==> config.mk <==
export PLATFORM = sky130hd
export DESIGN_NAME = pixel_compositor
export DESIGN_NICKNAME = d
export VERILOG_FILES = /design/src/rtl/compositor_pkg.sv /design/src/rtl/ray_marker_gen.sv /design/src/rtl/pixel_compositor.sv
export SDC_FILE = /design/constraint.sdc
export NUM_CORES = 2
export LEC_CHECK = 0
export CAP_MARGIN = 40
export CORE_MARGIN = 5
export CORE_UTILIZATION = 55
export CTS_BUF_LIST = sky130_fd_sc_hd__clkbuf_4 sky130_fd_sc_hd__clkbuf_8 sky130_fd_sc_hd__clkbuf_16
export CTS_CLUSTER_SIZE = 8
export DETAILED_ROUTE_END_ITERATION = 16
export GPL_TIMING_DRIVEN = 0
export MAX_ROUTING_LAYER = met4
export PLACE_DENSITY = 0.82
export SETUP_SLACK_MARGIN = 0.2
export SLEW_MARGIN = 20
export SYNTH_ARGS = -nofsm -noshare
export SYNTH_HDL_FRONTEND = slang
export SYNTH_SLANG_ARGS = --single-unit
==> constraint.sdc <==
create_clock -name Clk -period 11.3 [get_ports Clk]
set_input_delay 1.695 -clock Clk [delete_from_list [all_inputs] [get_ports Clk]]
set_output_delay 1.695 -clock Clk [all_outputs]
set_load 0.01 [all_outputs]
==> src/rtl/compositor_pkg.sv <==
// Shared types, colour constants and marker arithmetic helpers for pixel_compositor.
package compositor_pkg;

    localparam int COORD_W_DEF = 10;
    localparam int VEC_W_DEF   = 8;

    typedef struct packed {
        logic [3:0] r;
        logic [3:0] g;
        logic [3:0] b;
    } rgb12_t;

    typedef logic [COORD_W_DEF-1:0]      coord_t;
    typedef logic signed [VEC_W_DEF-1:0] svec_t;

    typedef enum logic [1:0] {IDLE, ACCUM, COMMIT} seq_state_e;

    localparam rgb12_t DEBUG_RGB = 12'hF00;
    localparam rgb12_t BLANK_RGB = 12'h000;

    // Right shift that turns the k*vec accumulator into k*vec/N_MARKERS.
    function automatic int mark_shift(input int n_markers);
        return $clog2(n_markers);
    endfunction

endpackage

==> src/rtl/ray_marker_gen.sv <==
// Per-frame snapshot of player/ray state and vblank sequencer that precomputes the
// N_MARKERS+1 ray marker points into a pending set, then commits them to the active set.
module ray_marker_gen
    import compositor_pkg::*;
#(
    parameter int N_MARKERS = 8,
    parameter int COORD_W   = 10,
    parameter int VEC_W     = 8
) (
    input  logic                      clk_i,
    input  logic                      rst_ni,
    input  logic                      frame_start_i,
    input  logic [COORD_W-1:0]        x_i,
    input  logic [COORD_W-1:0]        y_i,
    input  logic [COORD_W-1:0]        size_i,
    input  logic signed [VEC_W-1:0]   x_vec_i,
    input  logic signed [VEC_W-1:0]   y_vec_i,
    output logic [COORD_W-1:0]        sh_x_o,
    output logic [COORD_W-1:0]        sh_y_o,
    output logic [COORD_W-1:0]        sh_size_o,
    output logic signed [COORD_W+1:0] mark_x_o [N_MARKERS+1],
    output logic signed [COORD_W+1:0] mark_y_o [N_MARKERS+1],
    output logic                      mark_vld_o,
    output logic                      busy_o
);

    localparam int SHIFT = mark_shift(N_MARKERS);
    localparam int AW    = VEC_W + SHIFT + 1;
    localparam int MW    = COORD_W + 2;
    localparam int NM    = N_MARKERS + 1;
    localparam int KW    = $clog2(NM);
    localparam logic [KW-1:0] K_LAST = KW'(N_MARKERS);

    seq_state_e              state_q;
    logic [KW-1:0]           k_q;
    logic signed [AW-1:0]    acc_x_q, acc_y_q;
    logic signed [AW-1:0]    vx_ext, vy_ext, off_x, off_y;
    logic                    busy_q, act_vld_q, snap_vld_q;
    logic [COORD_W-1:0]      sh_x_q, sh_y_q, sh_size_q;
    logic signed [VEC_W-1:0] sh_xv_q, sh_yv_q;
    logic signed [MW-1:0]    mx_d, my_d;
    logic signed [MW-1:0]    pend_x_q [NM];
    logic signed [MW-1:0]    pend_y_q [NM];
    logic signed [MW-1:0]    act_x_q  [NM];
    logic signed [MW-1:0]    act_y_q  [NM];

    assign vx_ext = {{(AW-VEC_W){sh_xv_q[VEC_W-1]}}, sh_xv_q};
    assign vy_ext = {{(AW-VEC_W){sh_yv_q[VEC_W-1]}}, sh_yv_q};
    assign off_x  = acc_x_q >>> SHIFT;
    assign off_y  = acc_y_q >>> SHIFT;
    assign mx_d   = $signed({2'b00, sh_x_q}) + MW'(off_x);
    assign my_d   = $signed({2'b00, sh_y_q}) + MW'(off_y);

    always_ff @(posedge clk_i or negedge rst_ni) begin
        if (!rst_ni) begin
            state_q    <= IDLE;
            k_q        <= '0;
            acc_x_q    <= '0;
            acc_y_q    <= '0;
            busy_q     <= 1'b0;
            act_vld_q  <= 1'b0;
            snap_vld_q <= 1'b0;
        end else if (frame_start_i) begin
            // A new frame always restarts the walk from k=0; the active set is left alone.
            state_q    <= ACCUM;
            k_q        <= '0;
            acc_x_q    <= '0;
            acc_y_q    <= '0;
            busy_q     <= 1'b1;
            snap_vld_q <= 1'b1;
        end else begin
            case (state_q)
                ACCUM: begin
                    acc_x_q <= acc_x_q + vx_ext;
                    acc_y_q <= acc_y_q + vy_ext;
                    if (k_q == K_LAST) state_q <= COMMIT;
                    else               k_q     <= k_q + 1'b1;
                end
                COMMIT: begin
                    state_q   <= IDLE;
                    busy_q    <= 1'b0;
                    act_vld_q <= 1'b1;
                end
                default: ;
            endcase
        end
    end

    // Until the first frame_start the shadow tracks the live inputs so the player is visible.
    always_ff @(posedge clk_i) begin
        if (frame_start_i || !snap_vld_q) begin
            sh_x_q    <= x_i;
            sh_y_q    <= y_i;
            sh_size_q <= size_i;
            sh_xv_q   <= x_vec_i;
            sh_yv_q   <= y_vec_i;
        end
        if (!frame_start_i && state_q == ACCUM) begin
            pend_x_q[k_q] <= mx_d;
            pend_y_q[k_q] <= my_d;
        end
        if (!frame_start_i && state_q == COMMIT) begin
            act_x_q <= pend_x_q;
            act_y_q <= pend_y_q;
        end
    end

    assign sh_x_o     = sh_x_q;
    assign sh_y_o     = sh_y_q;
    assign sh_size_o  = sh_size_q;
    assign mark_x_o   = act_x_q;
    assign mark_y_o   = act_y_q;
    assign mark_vld_o = act_vld_q;
    assign busy_o     = busy_q;

endmodule

==> src/rtl/pixel_compositor.sv <==
// Three-stage pixel compositor: debug > ray marker > player disc > wall > background.
// The debug layer and its debugX/debugY ports exist only when DEBUG_MARKER_EN is defined.
module pixel_compositor
    import compositor_pkg::*;
#(
    parameter int          N_MARKERS  = 8,
    parameter int          RAY_W      = 1,
    parameter int          COORD_W    = COORD_W_DEF,
    parameter int          VEC_W      = VEC_W_DEF,
    parameter logic [11:0] PLAYER_RGB = 12'hF70,
    parameter logic [11:0] RAY_RGB    = 12'hFFF,
    parameter logic [11:0] BG_RGB     = 12'h004
) (
    input  logic                    Clk,
    input  logic                    Reset_n,
    input  logic                    frame_start,
    input  logic                    pix_valid_in,
    input  logic [COORD_W-1:0]      DrawX,
    input  logic [COORD_W-1:0]      DrawY,
    input  logic [COORD_W-1:0]      X,
    input  logic [COORD_W-1:0]      Y,
    input  logic [COORD_W-1:0]      size,
    input  logic signed [VEC_W-1:0] x_vec,
    input  logic signed [VEC_W-1:0] y_vec,
    input  logic                    wall_on,
    input  logic [11:0]             wall_color,
`ifdef DEBUG_MARKER_EN
    input  logic [COORD_W-1:0]      debugX,
    input  logic [COORD_W-1:0]      debugY,
`endif
    output logic [3:0]              Red,
    output logic [3:0]              Green,
    output logic [3:0]              Blue,
    output logic                    pix_valid_out,
    output logic                    busy
);

    localparam int MW   = COORD_W + 2;
    localparam int NM   = N_MARKERS + 1;
    localparam int SQ_W = 2 * COORD_W + 1;
    localparam logic signed [MW-1:0] RAY_HW = MW'(RAY_W);
`ifdef DEBUG_MARKER_EN
    localparam logic signed [MW-1:0] DBG_HW = MW'(RAY_W + 1);
`endif

    function automatic logic [COORD_W-1:0] mag(input logic signed [COORD_W:0] v);
        logic signed [COORD_W:0] a;
        a = (v < 0) ? -v : v;
        return COORD_W'(a);
    endfunction

    function automatic logic [SQ_W-1:0] sq(input logic [COORD_W-1:0] v);
        return SQ_W'(v) * SQ_W'(v);
    endfunction

    // Signed distance test; the extra bits keep screen edges from wrapping onto each other.
    function automatic logic near(input logic [COORD_W-1:0] p, input logic signed [MW-1:0] m,
                                  input logic signed [MW-1:0] hw);
        logic signed [MW-1:0] d;
        d = $signed({2'b00, p}) - m;
        return (d >= -hw) && (d <= hw);
    endfunction

    logic [COORD_W-1:0]   sh_x, sh_y, sh_size;
    logic signed [MW-1:0] mk_x [NM];
    logic signed [MW-1:0] mk_y [NM];
    logic                 mk_vld;

    ray_marker_gen #(
        .N_MARKERS(N_MARKERS),
        .COORD_W  (COORD_W),
        .VEC_W    (VEC_W)
    ) u_gen (
        .clk_i        (Clk),
        .rst_ni       (Reset_n),
        .frame_start_i(frame_start),
        .x_i          (X),
        .y_i          (Y),
        .size_i       (size),
        .x_vec_i      (x_vec),
        .y_vec_i      (y_vec),
        .sh_x_o       (sh_x),
        .sh_y_o       (sh_y),
        .sh_size_o    (sh_size),
        .mark_x_o     (mk_x),
        .mark_y_o     (mk_y),
        .mark_vld_o   (mk_vld),
        .busy_o       (busy)
    );

    logic                    vld_p1_q, vld_p2_q, vld_out_q;
    logic [COORD_W-1:0]      drx_p1_q, dry_p1_q, size_p1_q;
    logic signed [COORD_W:0] dx_p1_q, dy_p1_q;
    logic                    wall_on_p1_q, wall_on_p2_q;
    rgb12_t                  wall_p1_q, wall_p2_q;
    logic                    ply_hit_d, ray_hit_d, ply_hit_p2_q, ray_hit_p2_q;
    rgb12_t                  rgb_d, rgb_q;
`ifdef DEBUG_MARKER_EN
    logic [COORD_W-1:0]      dbgx_p1_q, dbgy_p1_q;
    logic                    dbg_hit_d, dbg_hit_p2_q;
`endif

    always_ff @(posedge Clk or negedge Reset_n) begin
        if (!Reset_n) begin
            vld_p1_q  <= 1'b0;
            vld_p2_q  <= 1'b0;
            vld_out_q <= 1'b0;
            rgb_q     <= BLANK_RGB;
        end else begin
            vld_p1_q  <= pix_valid_in;
            vld_p2_q  <= vld_p1_q;
            vld_out_q <= vld_p2_q;
            rgb_q     <= rgb_d;
        end
    end

    // Stage 1: capture pixel, offsets from the snapshotted player centre.
    always_ff @(posedge Clk) begin
        drx_p1_q     <= DrawX;
        dry_p1_q     <= DrawY;
        dx_p1_q      <= $signed({1'b0, DrawX}) - $signed({1'b0, sh_x});
        dy_p1_q      <= $signed({1'b0, DrawY}) - $signed({1'b0, sh_y});
        size_p1_q    <= sh_size;
        wall_on_p1_q <= wall_on;
        wall_p1_q    <= wall_color;
`ifdef DEBUG_MARKER_EN
        dbgx_p1_q    <= debugX;
        dbgy_p1_q    <= debugY;
`endif
    end

    // Stage 2: disc and marker hit tests.
    always_comb begin
        ply_hit_d = (sq(mag(dx_p1_q)) + sq(mag(dy_p1_q))) <= sq(size_p1_q);
        ray_hit_d = 1'b0;
        for (int i = 0; i < NM; i++) begin
            ray_hit_d = ray_hit_d | (mk_vld && near(drx_p1_q, mk_x[i], RAY_HW)
                                            && near(dry_p1_q, mk_y[i], RAY_HW));
        end
`ifdef DEBUG_MARKER_EN
        dbg_hit_d = near(drx_p1_q, $signed({2'b00, dbgx_p1_q}), DBG_HW)
                 && near(dry_p1_q, $signed({2'b00, dbgy_p1_q}), DBG_HW);
`endif
    end

    always_ff @(posedge Clk) begin
        ply_hit_p2_q <= ply_hit_d;
        ray_hit_p2_q <= ray_hit_d;
        wall_on_p2_q <= wall_on_p1_q;
        wall_p2_q    <= wall_p1_q;
`ifdef DEBUG_MARKER_EN
        dbg_hit_p2_q <= dbg_hit_d;
`endif
    end

    // Stage 3: later assignments override earlier ones, so order encodes priority.
    always_comb begin
        rgb_d = rgb12_t'(BG_RGB);
        if (wall_on_p2_q) rgb_d = wall_p2_q;
        if (ply_hit_p2_q) rgb_d = rgb12_t'(PLAYER_RGB);
        if (ray_hit_p2_q) rgb_d = rgb12_t'(RAY_RGB);
`ifdef DEBUG_MARKER_EN
        if (dbg_hit_p2_q) rgb_d = DEBUG_RGB;
`endif
        if (!vld_p2_q)    rgb_d = BLANK_RGB;
    end

    assign Red           = rgb_q.r;
    assign Green         = rgb_q.g;
    assign Blue          = rgb_q.b;
    assign pix_valid_out = vld_out_q;

endmodule

==> flow_summary.toml <==
[cts]
cts_buffers = 86
cts-resized-gates = 0
clock_latency_ns = 0.63
cts_sinks = 606
cts_tree = "yes"
clock_path_buffers = 3
post_cts_buffers = 0
htreeDepth = 3
clk_pin_slew_ns = 0.05
clock-root-buffer = "clkbuf_16"
ctsHoldBuffers = 0

[routing]
ant_nets = 0
drc = 0
drt-total-wl_mm = 83.4
vias = 25400
wl_per_cell_um = 18.2
drt_iter0_drc = 1701
via_per_inst = 5.55
first_pass_iters = 5

[grt]
grt_pass1_vias = 26300
grt_max_degree = 61
grt_usage = 0.233
antenna_found_initial = 0
overflow = 0
grt_pass1_wl_mm = 135

[setup_path]
arrival_ns = 10.15
cp-start-kind = "flop"
endpoint_kind = "flop"
worst-path-max-fanout = 9
crit_path_top_delay_cell = "fa_1"
r2r_slack_ns = 1.66
crit_required_ns = 11.81
max_stage_delay_ns = 0.56
critPathMostFrequentCell = "fa_1"
critPathKind = "flop to flop"

[synthesis]
synth_ff_type = "edfxtp_1"
synth-edff-count = 478
synth_top_area_share = 0.375
synth_fp_nets = 4076
synth_area_leaders = "edfxtp_1, ha_1, fa_1"
yosysWarningCount = 0
synth_top_cell_by_area = "edfxtp_1"
syn_area_per_cell_um2 = 11.3
ys_ff_latch = 606
netlist_instances = 3390
seq_area_frac_synth = 0.449
async_reset_ff_frac = 0.0792
syn_area_mm2 = 0.0382
synth_cell_types = 79

[floorplanning]
fp.dieW_um = 274
fp-row-count = 96
io_pins = 97
fp.dieH_um = 274
core_mm2 = 0.0688
start_util = 0.556
die-area_mm2 = 0.0749

[timing]
period_share = 0.853
tightest_slew_ns = 0.910
rsz0062_at_grt = "false"
setup_viol = 0
holdWs_ns = 0.306
final_hold_viol_count = 0
final.min_clock_period_ns = 9.64
fmaxAchievable_mhz = 104
relSlewSlack = 0.391
setup-tns-final_ns = 0
fin_skew_ns = 0.0291
maxSlewViolCount = 0

[job]
cap_violations = 0

[layout]
drive_above_1_share = 0.0593
num-nets-final = 4275
syn_to_final_growth_pct = 13.4

[placement]
gp_congestion = 0.952
io_buffers = 95
dpl.hpwl_mm = 60.6

[status]
status = "finished clean"

[worst_hold_path]
worstHoldPathType = "flop to flop"
layout by cell type, fill, tap and decap left out, types with 27 or more instances in the layout:
cell             instances
inv_1                  525
edfxtp_1               478
ha_1                   402
nor2_1                 213
fa_1                   201
nand2_1                188
a21oi_1                181
xnor2_1                147
xor2_1                 109
clkdlybuf4s50_1         94
clkbuf_16               88
dfxtp_1                 78
o21ai_0                 73
a21o_1                  64
nor3_1                  60
clkbuf_4                50
dfrtp_1                 48
nor2b_1                 47
nand3_1                 46
and2_1                  39
nand2b_1                38
o21ai_1                 28
o21a_1                  28
o21bai_1                27
flip-flops by register name (all words and copies together) (netlist names), 8 cells and up:
register,flops
dx_p1_q,11
u_gen.sh_yv_q,8
size_p1_q,10
u_gen.acc_y_q,12
u_gen.sh_size_o,10
wall_p2_q,12
u_gen.pend_y_q,108
u_gen.sh_x_o,10
wall_p1_q,12
drx_p1_q,10
u_gen.sh_xv_q,8
u_gen.pend_x_q,108
u_gen.mark_x_o,108
dy_p1_q,11
dry_p1_q,10
u_gen.sh_y_o,10
u_gen.acc_x_q,12
u_gen.mark_y_o,108
layout make-up:
type	instances	area [um2]
fill	4964	25500
multi-input combinational	2229	19200
sequential	606	17200
clock buffer	138	2580
inverter	531	1990
tap	931	1160
timing repair buffer	111	1160
buffer	24	90.1
clock inverter	5	60.1
antenna	1	2.50
routing by layer:
metal / vias up / global-route usage / share of wire
li1: 12100 / - / -
met1: 12200 / 0.280 / 0.40
met2: 823 / 0.395 / 0.49
met3: 221 / 0.0395 / 0.064
met4: 0 / 0.0909 / 0.041
met5: - / - / 0
Yosys cell counts, types with 47 or more instances:
cell	instances
edfxtp_1	478
o21ai_0	73
fa_1	201
inv_1	525
nor2b_1	47
nor3_1	61
nand2_1	188
dfxtp_1	80
ha_1	402
a21oi_1	181
dfrtp_1	48
nor2_1	214
xor2_1	114
a21o_1	64
xnor2_1	159
metrics by stage:
step | utilization | setup slack (ns) | instances | area (um2)
6_report | 0.630 | 1.66 | 4576 | 43400
5_1_grt | 0.630 | 1.22 | 4575 | 43400
4_1_cts | 0.630 | 1.65 | 4573 | 43400
3_5_place_dp | 0.592 | 1.82 | 4430 | 40700
3_3_place_gp | 0.586 | 1.47 | 4416 | 40400
2_1_floorplan | - | 3.39 | 3390 | 38200
worst paths after layout:
| kind | start | endpoint | depth (start not counted) |
|---|---|---|---|
| max in group asynchronous | Reset_n | u_gen.acc_x_q[11]$_DFFE_PN0P_ | 1 |
| min in group asynchronous | Reset_n | u_gen.acc_x_q[7]$_DFFE_PN0P_ | 1 |
| worst max-delay path | dx_p1_q[0]$_DFF_P_ | ply_hit_p2_q$_DFF_P_ | 32 |
| worst min-delay path | wall_p1_q[2]$_DFF_P_ | wall_p2_q[2]$_DFF_P_ | 0 |
| worst max register to register | dx_p1_q[0]$_DFF_P_ | ply_hit_p2_q$_DFF_P_ | 32 |
| worst min register to register | wall_p1_q[2]$_DFF_P_ | wall_p2_q[2]$_DFF_P_ | 0 |
critical path: cells and delay by family, from the launching register on:
kind                       cells  cell delay [ns]
adders and majority gates     10             4.63
DFF                            1             0.54
AOI/OAI and AO/OA             11             2.32
buffers and inverters          5             1.03
xor gates and xnor gates       2             0.48
and+or+nand+nor                4             0.52
cells by family after synthesis:
logic type,share of synthesized area
and+or+nand+nor,0.106
DFF,0.449
adders and majority gates,0.237
buffers and inverters,0.0545
AOI/OAI and AO/OA,0.0898
xor gates and xnor gates,0.0625
muxes,0.00219
Power is not shown: default switching activity piles up to over one toggle a cycle in this logic, so the estimate is an artifact.
